<file path="config.mk">
export PLATFORM = sky130hd
export DESIGN_NAME = uart_transmitter
export DESIGN_NICKNAME = d
export VERILOG_FILES = /design/src/rtl/uart_transmitter.sv
export SDC_FILE = /design/constraint.sdc
export NUM_CORES = 1
export LEC_CHECK = 0
export ABC_AREA = 1
export BUFFER_PORTS_ARGS = -buffer_cell sky130_fd_sc_hd__clkbuf_2
export CAP_MARGIN = 15
export CORE_AREA = 2 2 71 73
export DETAILED_ROUTE_END_ITERATION = 8
export DIE_AREA = 0 0 73 75
export GPL_ROUTABILITY_DRIVEN = 0
export PLACE_DENSITY_LB_ADDON = 0.15
export REMOVE_ABC_BUFFERS = 1
export SLEW_MARGIN = 20
export SYNTH_ARGS = -nofsm -noshare
export SYNTH_HDL_FRONTEND = slang
export SYNTH_SLANG_ARGS = --single-unit
</file>
<file path="constraint.sdc">
create_clock -name clk -period 2.13 [get_ports clk]
set_input_delay 0.3195 -clock clk [delete_from_list [all_inputs] [get_ports clk]]
set_output_delay 0.3195 -clock clk [all_outputs]
set_load 0.005 [all_outputs]
</file>
<file path="src/rtl/uart_transmitter.sv">
// uart_transmitter
//   Serialises bytes onto the UART TX line, LSB first, line idles high.
//   Default frame is 8N1. Defining UART_TX_PARITY_EN inserts an even-parity
//   bit between the data bits and the stop bit (8E1).
//   Each bit lasts CLOCK_FREQ / BAUD_RATE clock cycles.
//
// Ports
//   clk            in   system clock, all state updates on posedge
//   rst_n          in   asynchronous active-low reset
//   data_in        in   byte to send, sampled only on an accept cycle
//   data_in_valid  in   source has a byte on data_in
//   data_in_ready  out  transmitter can take a byte (state == IDLE)
//   serial_out     out  registered UART TX line, 1 = idle/mark

module uart_transmitter #(
   parameter int unsigned CLOCK_FREQ = 125_000_000,
   parameter int unsigned BAUD_RATE  = 115_200
) (
   input  logic       clk,
   input  logic       rst_n,
   input  logic [7:0] data_in,
   input  logic       data_in_valid,
   output logic       data_in_ready,
   output logic       serial_out
);

   localparam int unsigned SYMBOL_EDGE_TIME = CLOCK_FREQ / BAUD_RATE;
   localparam int unsigned CNT_W = (SYMBOL_EDGE_TIME > 1) ? $clog2(SYMBOL_EDGE_TIME) : 1;
   localparam logic [CNT_W-1:0] CNT_LAST = CNT_W'(SYMBOL_EDGE_TIME - 1);

`ifdef UART_TX_PARITY_EN
   typedef enum logic [2:0] {IDLE, START, DATA, PARITY, STOP} state_t;
`else
   typedef enum logic [1:0] {IDLE, START, DATA, STOP} state_t;
`endif

   state_t           state;
   state_t           state_n;
   logic [CNT_W-1:0] cnt;
   logic [2:0]       bit_idx;
   logic [7:0]       shreg;
   logic             line_n;
   logic             bit_end;
   logic             accept;
`ifdef UART_TX_PARITY_EN
   logic             parity_bit;
`endif

   assign data_in_ready = (state == IDLE);
   assign accept        = data_in_valid & data_in_ready;
   assign bit_end       = (cnt == CNT_LAST);

   always_ff @(posedge clk or negedge rst_n) begin
      if (!rst_n) begin
         state <= IDLE;
      end else begin
         state <= state_n;
      end
   end

   // The line value is computed for the state being entered and registered,
   // so serial_out changes on the same edge as the state and never glitches.
   always_comb begin
      state_n = state;
      line_n  = 1'b1;
      case (state)
         IDLE:  if (accept)  state_n = START;
         START: if (bit_end) state_n = DATA;
         DATA: begin
            if (bit_end && (bit_idx == 3'd7)) begin
`ifdef UART_TX_PARITY_EN
               state_n = PARITY;
`else
               state_n = STOP;
`endif
            end
         end
`ifdef UART_TX_PARITY_EN
         PARITY: if (bit_end) state_n = STOP;
`endif
         STOP:  if (bit_end) state_n = IDLE;
         default: state_n = IDLE;
      endcase

      case (state_n)
         START: line_n = 1'b0;
         // Within DATA, a bit end shifts the register on the same edge, so
         // the next bit to drive is shreg[1] rather than shreg[0].
         DATA:  line_n = ((state == DATA) && bit_end) ? shreg[1] : shreg[0];
`ifdef UART_TX_PARITY_EN
         PARITY: line_n = parity_bit;
`endif
         default: line_n = 1'b1;
      endcase
   end

   always_ff @(posedge clk or negedge rst_n) begin
      if (!rst_n) begin
         serial_out <= 1'b1;
         cnt        <= '0;
         bit_idx    <= '0;
         shreg      <= '0;
`ifdef UART_TX_PARITY_EN
         parity_bit <= 1'b0;
`endif
      end else begin
         serial_out <= line_n;

         if ((state == IDLE) || bit_end) begin
            cnt <= '0;
         end else begin
            cnt <= cnt + 1'b1;
         end

         if (accept) begin
            shreg <= data_in;
`ifdef UART_TX_PARITY_EN
            parity_bit <= ^data_in;
`endif
         end else if ((state == DATA) && bit_end) begin
            shreg <= {1'b0, shreg[7:1]};
         end

         if ((state == START) && bit_end) begin
            bit_idx <= '0;
         end else if ((state == DATA) && bit_end && (bit_idx != 3'd7)) begin
            bit_idx <= bit_idx + 3'd1;
         end
      end
   end

endmodule

</file>
# Yosys cells after proc, flatten, opt, wreduce, memory -nomap -nowiden
# Cells that the tools add are included.
[op_classes]
n_eq_ne = 8
bitwise = 1
mux = 12
addsub = 2
reduce_logical = 8
[ops]
columns = ["op", "n"]
rows = [
  ["2-to-1 mux 8 bit", 2],
  ["adder 11 x 1 -> 11 bit, second input constant", 1],
  ["== test 11 bit, second input constant", 1],
  ["2-to-1 mux 11 bit", 1],
  ["2-to-1 mux 2 bit", 4],
  ["one-hot mux 2 bit (4 select lines)", 1],
  ["== test 2 bit, second input constant", 3],
  ["2-to-1 mux 3 bit", 2],
  ["== test 2 x 1 -> 1 bit, second input constant", 2],
  ["logical AND 1 bit", 4],
  ["nonzero test 2 bit", 2],
  ["adder 3 x 1 -> 3 bit, second input constant", 1],
  ["== test 3 bit, second input constant", 1],
  ["!= test 3 bit, second input constant", 1],
  ["zero test 2 bit", 1],
  ["one-hot mux 1 bit (2 select lines)", 1],
  ["AND 1 bit", 1],
  ["logical OR 1 bit", 1],
  ["2-to-1 mux 1 bit", 1],
]
[totals]
ff_bits = 25
out_inout_bits = 2
word_cells = 36
input_bits = 11

# Longest topological paths before layout
# Gate-level depths: netlist of run 1.
[depth]
word_depth = 6
mapped_depth = 11
mapped_depth_nobuf = 11

# Least setup slack after synthesis of run 1
# OpenSTA, ideal clock, no wires.
[synth_path]
kind = "register to register"
from = "register cnt[0]"
to = "register cnt[8]"
setup_ns = 0.123
n_path_buf = 1
period_less_slack_ns = 1.387
stages_incl_launch_ff = 9
t_required_ns = 2.007
t_arrival_ns = 1.264
path_slack_ns = 0.743
cell_sequence = "dfrtp_1 inv_1 ha_1 inv_1 nor2_1 nand3_2 o21ai_1 buf_4 nor3_1"
[synth_via]
elab_chain_len = 3
elab_cells_between_ends = 4
classes_between = "1 x add/sub; 1 x eq/ne; 1 x mux; 1 x reduce/logical"
[synth_lines]
columns = ["item", "line_no", "rtl"]
rows = [
  ["start: declaration", "39", "logic [CNT_W-1:0] cnt;"],
  ["start signal: assignment", "112", "cnt <= cnt + 1'b1;"],
  ["parallel branches: the longest is 2 deep, another holds adder 11 x 1 -> 11 bit", "--", ""],
  ["2-to-1 mux 11 bit *", "109", "if ((state == IDLE) || bit_end) begin"],
]
# Every way passes the cells marked *.
# A chain may end at the register's enable or synchronous reset.

# Final worst setup path of run 1
[layout_path]
from = "register cnt[0]"
to = "register cnt[4]"
# The elaborated chain is that of the path after synthesis.

==> metrics, run 1 <==
worst reg2reg path depth 9; H-tree Lvls 1; slew margin rel. between 50% and 60%; via count 1160; post-CTS setup buffers 0; VDD IR max 0.0001857 V; Worst Tran Pin Value around 640 ps; ys async rst share 100.0%; Int Power 614.1 uW; FILL cells 486; critical path arrival 1780 ps; n_diodes 0; Final nets 207; fin crit period 1617 ps; dominant synthesized flop cell dfrtp_1; #FFs+latches synth 25; WP data required roughly 2300 ps; post-synth top area share 43.72%; worst r2r dst cnt[4]; status completed; CP Capture Type flip-flop; clock share of power 35.8%; ranking of synthesized cells by area dfrtp_1, nand2_1, nand3_1; CTS resizes 0; Initial DRC Count 17; Area after DPL 0.001501 mm2; CTS tree built; post-DR wirelength/cell 11.68 um; GR Util met3 2.008%; Critical Path Start cnt[0]; WL final 2862 um; Comb pwr share 2.3%; Starting Density 29.48%; Switch Pwr 152.5 uW; sequential area share after synthesis 45.63%; gr usage total about an eighth; initial antenna violation count 0; Hold WC Path Type primary input to asynchronous set/reset pin; startpoint types flip-flop; clock root cell clkbuf_8; maxcap violations 0; largest net degree at the start of global routing 26; DRC Markers 0; Setup Skew 3.607 ps; crit share post-route 75.93%; count of final setup violators 0; Setup crit end cnt[4]; max frequency 618.3 MHz; Die ar. ~0.0055 mm2; total core area 0.004661 mm2; Commonest cells post-synth nand2_1, dfrtp_1, nor2_1; RSZ-0062 raised after global routing false; Overflow after GRT 0; most numerous cell in the Yosys netlist nand2_1; Mapped Cells 175; CP max FO 11; met2 usage 21.62%; ANT nets after route 0; critical setup path kind flip-flop to flip-flop; final-report hold violation count 0; Sink Count 25; vias in the first global route 1198; post-synth cell types 25; Ys Warns 0; Syn Area/Cell 7.850 um2; hold buffer count at cts 0; PD cells a little under 500 mW/mm2; GRT Max-Usage Layer met2; Die W 73 um; Avg Vias per Cell 4.735; Max Slew Vio Count 0; number of CTS-inserted buffers 3; register share of total power between 60% and 70%; Die H 75 um; total iterations of the first detailed-routing run 4; switching share of total power 19.89%; leak pwr 0.7589 nW; hpwl dp 2288 um; Final Cell Area approximately 0.0015 mm2; clk_lat worst skew 260 ps; FP Rows 25; Netlist Area Pre-Place about 0.0014 mm2; R2R Path Start cnt[0]; layout cells sized above 1 20.94%; Boundary Pins 13; CTS Buffer Depth 2; GRT met1 Usage 13.54%; Setup TNS 0 ps; Area Growth Syn to Fin 12.57%; largest area contributor in the netlist dfrtp_1; first-pass GRT wire length 5092 um; worst reg-to-reg setup slack 510 ps; clock slew at reported path FFs 80 ps; number of buffers added on ports 12; number of synthesized flops with an enable pin 0
==> state kept, by name, summed over array words and instances (netlist names) <==
signal,cells
shreg,8
cnt,11
bit_idx,3
serial_out,1
state,2
==> metal layers <==
layer / share of wire, % / wire length [um] / up-vias
li1: - / - / 594
met1: 43 / 1224 / 537
met2: 51 / 1469 / 21
met3: 3.4 / 98 / 8
met4: 2.4 / 69 / 0
met5: 0 / 0 / -
==> cell usage in the layout (no fill, tap or decap), drive strengths merged, types with 5 or more instances in the layout <==
| cell | instances |
|---|---|
| nand3 | 17 |
| a21oi | 6 |
| dfrtp | 24 |
| nand4 | 5 |
| nand2 | 45 |
| nor3 | 7 |
| clkbuf | 16 |
| inv | 28 |
| nor2 | 23 |
==> power groups by stage <==
stage               sequential [mW]  clock, mW  combinational (mW)
floorplan                     0.484          0         0.000000833
global placement              0.484          0              0.0185
detailed placement            0.484          0              0.0188
CTS                           0.474      0.292              0.0191
global route                  0.474      0.312              0.0212
finish                        0.474      0.274              0.0180
==> worst min path at each step <==
stage	endpoint	startpoint	slack (ps)	cells after the start
after CTS	shreg[2]	rst_n	80	1
after global placement	shreg[3]	rst_n	370	1
after global routing	shreg[2]	rst_n	110	1
after floorplan	bit_idx[0]	rst_n	20	0
final	shreg[2]	rst_n	60	1
after detailed placement	shreg[2]	rst_n	380	1
==> worst max-delay path, stage by stage, from the launching register on <==
cell	delay, ps
dfrtp_1	410
inv_1	70
ha_1	170
inv_1	50
nor2_1	230
nand3_2	120
o21ai_1	90
buf_4	210
a21oi_1	70
o21a_1	100
==> final cells by class <==
type	count	area (um2)	area share [%]
Multi-Input combinational cell	121	634.4	41.02
Sequential cell	25	626.9	40.53
Inverter	28	105.1	6.796
Timing Repair Buffer	13	67.56	4.369
Tap cell	54	67.56	4.369
Clock buffer	4	45.04	2.913
==> stage by stage <==
step / power [mW] / cells / utilization, % / worst slack [ps] / hold WS (ps)
2_1_floorplan: 0.4838 / 174 / - / 560.3 / 23.91
3_3_place_gp: 0.5021 / 241 / 32.21 / 608.1 / 369.9
3_5_place_dp: 0.5025 / 241 / 32.21 / 533.4 / 378.2
4_1_cts: 0.7855 / 245 / 33.18 / 522.5 / 83.18
5_1_grt: 0.8078 / 245 / 33.18 / 271.4 / 112.5
6_report: 0.7665 / 245 / 33.18 / 512.6 / 60.30
==> cell families after synthesis <==
logic type | after synthesis | share of synthesized area, %
AND/OR/NAND/NOR | 100 | 34.79
buffers and inverters | 29 | 8.197
flip-flops | 25 | 45.63
AO/OA/AOI/OAI | 15 | 6.467
adder cells (fa/ha/maj) | 4 | 3.643
XOR/XNOR | 2 | 1.275
Note: power is estimated with default switching activity, not from simulation.
==> run 2, diff against run 1 <==
==> constraint.sdc (replaced) <==
create_clock -name clk -period 1.6 [get_ports clk]
set_input_delay 0.24 -clock clk [delete_from_list [all_inputs] [get_ports clk]]
set_output_delay 0.24 -clock clk [all_outputs]
set_load 0.005 [all_outputs]
==> run 2 against run 1 <==
Clock power is 42% higher. Register-to-register slack worse by 370 ps. Global-route usage is 0.29 points higher. Clock skew is 2.3 ps lower. Flip-flop and latch count stayed put. Critical path type unchanged. Highest routed layer unchanged. Via count is 0.78% higher. Sequential share of layout area is 1.9 points lower.
==> metrics, run 2 (same netlist as run 1, synthesis figures left out) <==
status completed; critical setup path kind flip-flop to flip-flop; crit-path cells inv_1 > ha_2 > nand2_1 > nor2_1 > nand4_1 > nand2_1 > nand2_1 > nand2_1 > nand2_1 > nand2_1; post-route setup slack 140.6 ps (-372.0 ps); Area Growth Syn to Fin 18.03%; Max stage delay on crit path 400 ps (about the same); Max Slew Vio Count 0 (unchanged); VDD IR max 0.0002733 V (+47%); Switch Pwr 228.9 uW (+50%); Area after DPL 0.001539 mm2 (+2.5%); Top Registers cnt: 11 flops, shreg: 8 flops, bit_idx: 3 flops; RSZ-0062 raised after global routing true; first-pass GRT wire length 5092 um (unchanged); ANT nets after route 0 (unchanged); n_diodes 0 (unchanged); layout cells sized above 1 25.76% (+4.8 points); total core area 0.004661 mm2 (unchanged); Biggest register cnt; via count 1169 (+0.78%); Worst Setup Slack post-DPL 61.28 ps (-472.1 ps); initial antenna violation count 0 (unchanged); Overflow after GRT 0 (unchanged); clock share of power 37.1% (+1.3 points); Power, Total 1.045 mW (+36%); max frequency 685.2 MHz (+11%); Final Cell Area 0.001622 mm2 (+4.9%); critical path arrival 1680 ps (-100 ps); hpwl dp 2370 um (+3.6%); FP Rows 25 (unchanged); Crit path top cell by count nand2_1; Die H 75 um (unchanged); most common cell after layout, fill and taps aside nand2_1; CP max FO 4 (-7); startpoint types flip-flop; fin crit period 1459 ps (-158.0 ps); Initial DRC Count 55 (+38); clock slew at reported path FFs 90 ps (about the same); Boundary Pins 13 (unchanged); most frequent cells in the layout nand2_1, dfrtp_1, nor2_1; Die ar. 0.005475 mm2 (unchanged); maxcap violations 0 (unchanged); Starting Density 29.48% (unchanged); Int Power 816.3 uW (+33%); worst path bufs/invs 1 (-2); Sink Count 25 (unchanged); Worst Tran Pin Value 643.2 ps (+3.670 ps); Comb pwr share 2.5% (+0.2 points); slew margin rel. 57.12% (-0.24 points); PD cells 644.6 mW/mm2 (+30%); placed instance count 246 (+2.1%); gr usage total 12.14% (+0.29 points); total iterations of the first detailed-routing run 4 (unchanged); leak pwr 0.7964 nW (+4.9%); Worst path slowest cell dfrtp_1; largest net degree at the start of global routing 26 (unchanged); CP Capture Type flip-flop; FILL cells 473 (-2.7%); Hold WC Path Type primary input to flip-flop; CP top delay family simple AND/OR/NAND/NOR gates; post-DR wirelength/cell 12.03 um (+3.0%); WL final 3032 um (+5.9%); clock root cell clkbuf_8; clk_lat worst skew 270 ps (about the same); max FFs per register 11 (unchanged); H-tree Lvls 1 (unchanged); Die W 73 um (unchanged); crit share post-route 91.21% (+15 points); final cell count without fillers 252 (+2.9%); number of CTS-inserted buffers 3 (unchanged); switching share of total power 21.90% (+2.0 points); Avg Vias per Cell 4.639 (-2.0%); vias in the first global route 1177 (-1.8%); Setup Skew 1.287 ps (-2.319 ps); worst reg-to-reg setup slack 140 ps (-370 ps); count of final setup violators 0 (unchanged); CTS Buffer Depth 2 (unchanged); register share of total power 60.4% (-1.5 points); WP data required 1820 ps (-470 ps); DRC Markers 0 (unchanged); Final nets 214 (+3.4%); CTS tree built; final-report hold violation count 0 (unchanged); number of buffers added on ports 12 (unchanged)
run 2: power by group through the flow:
stage | registers (mW) | clock network [mW] | logic, mW
4_1_cts | 0.631 | 0.404 | 0.0271
3_5_place_dp | 0.644 | 0 | 0.0249
2_1_floorplan | 0.644 | 0 | 0.000000990
3_3_place_gp | 0.644 | 0 | 0.0243
6_report | 0.631 | 0.388 | 0.0260
5_1_grt | 0.632 | 0.426 | 0.0301
run 2: worst paths after layout:
path | cells after the start | start | endpoint
worst max-delay path | 10 | cnt[1] | serial_out
worst max register to register | 10 | cnt[1] | serial_out
worst min-delay path | 3 | data_in[0] | shreg[0]
worst min register to register | 2 | bit_idx[2] | bit_idx[2]
min in group asynchronous | 2 | rst_n | shreg[1]
max in group asynchronous | 2 | rst_n | bit_idx[0]
run 2: what timing repair did:
action,CTS,global route
resized for setup,0,5
hold buffers,1,0
endpoints found under the setup margin,0,20
endpoints found under the hold margin,24,0
setup buffers,0,1
run 2: layer usage:
layer  global-route usage, %  vias to the layer above  share of wire, %
met5                       0                        -                 0
met4                   5.556                        0               1.8
met3                   2.142                        5               3.2
met2                   22.72                       16                51
met1                   13.30                      543                44
li1                        -                      605                 -
run 2: area by class of cell:
type                       instances  area (um2)  area share [%]
multi-input combinational        121       653.1           40.28
clock buffer                       3       41.29           2.546
clock inverter                     1       5.005          0.3086
sequential                        25       626.9           38.66
inverter                          28       105.1           6.481
timing repair buffer              20       122.6           7.562
tap                               54       67.56           4.167
run 2: metrics by stage:
step / utilization (%) / TNS, ps / hold slack [ps]
after CTS: 34.23 / 0 / 178.2
after floorplan: - / 0 / -55.59
final: 34.79 / 0 / 179.1
after global routing: 34.79 / -41.34 / 197.8
after global placement: 33.02 / 0 / 285.1
after detailed placement: 33.02 / 0 / 292.4
run 2: tightest hold or removal path, delay by kind of cell:
family / cells / cell delay (ps)
simple gates: 1 / 50
compound gates: 1 / 50
buf+inv: 1 / 80
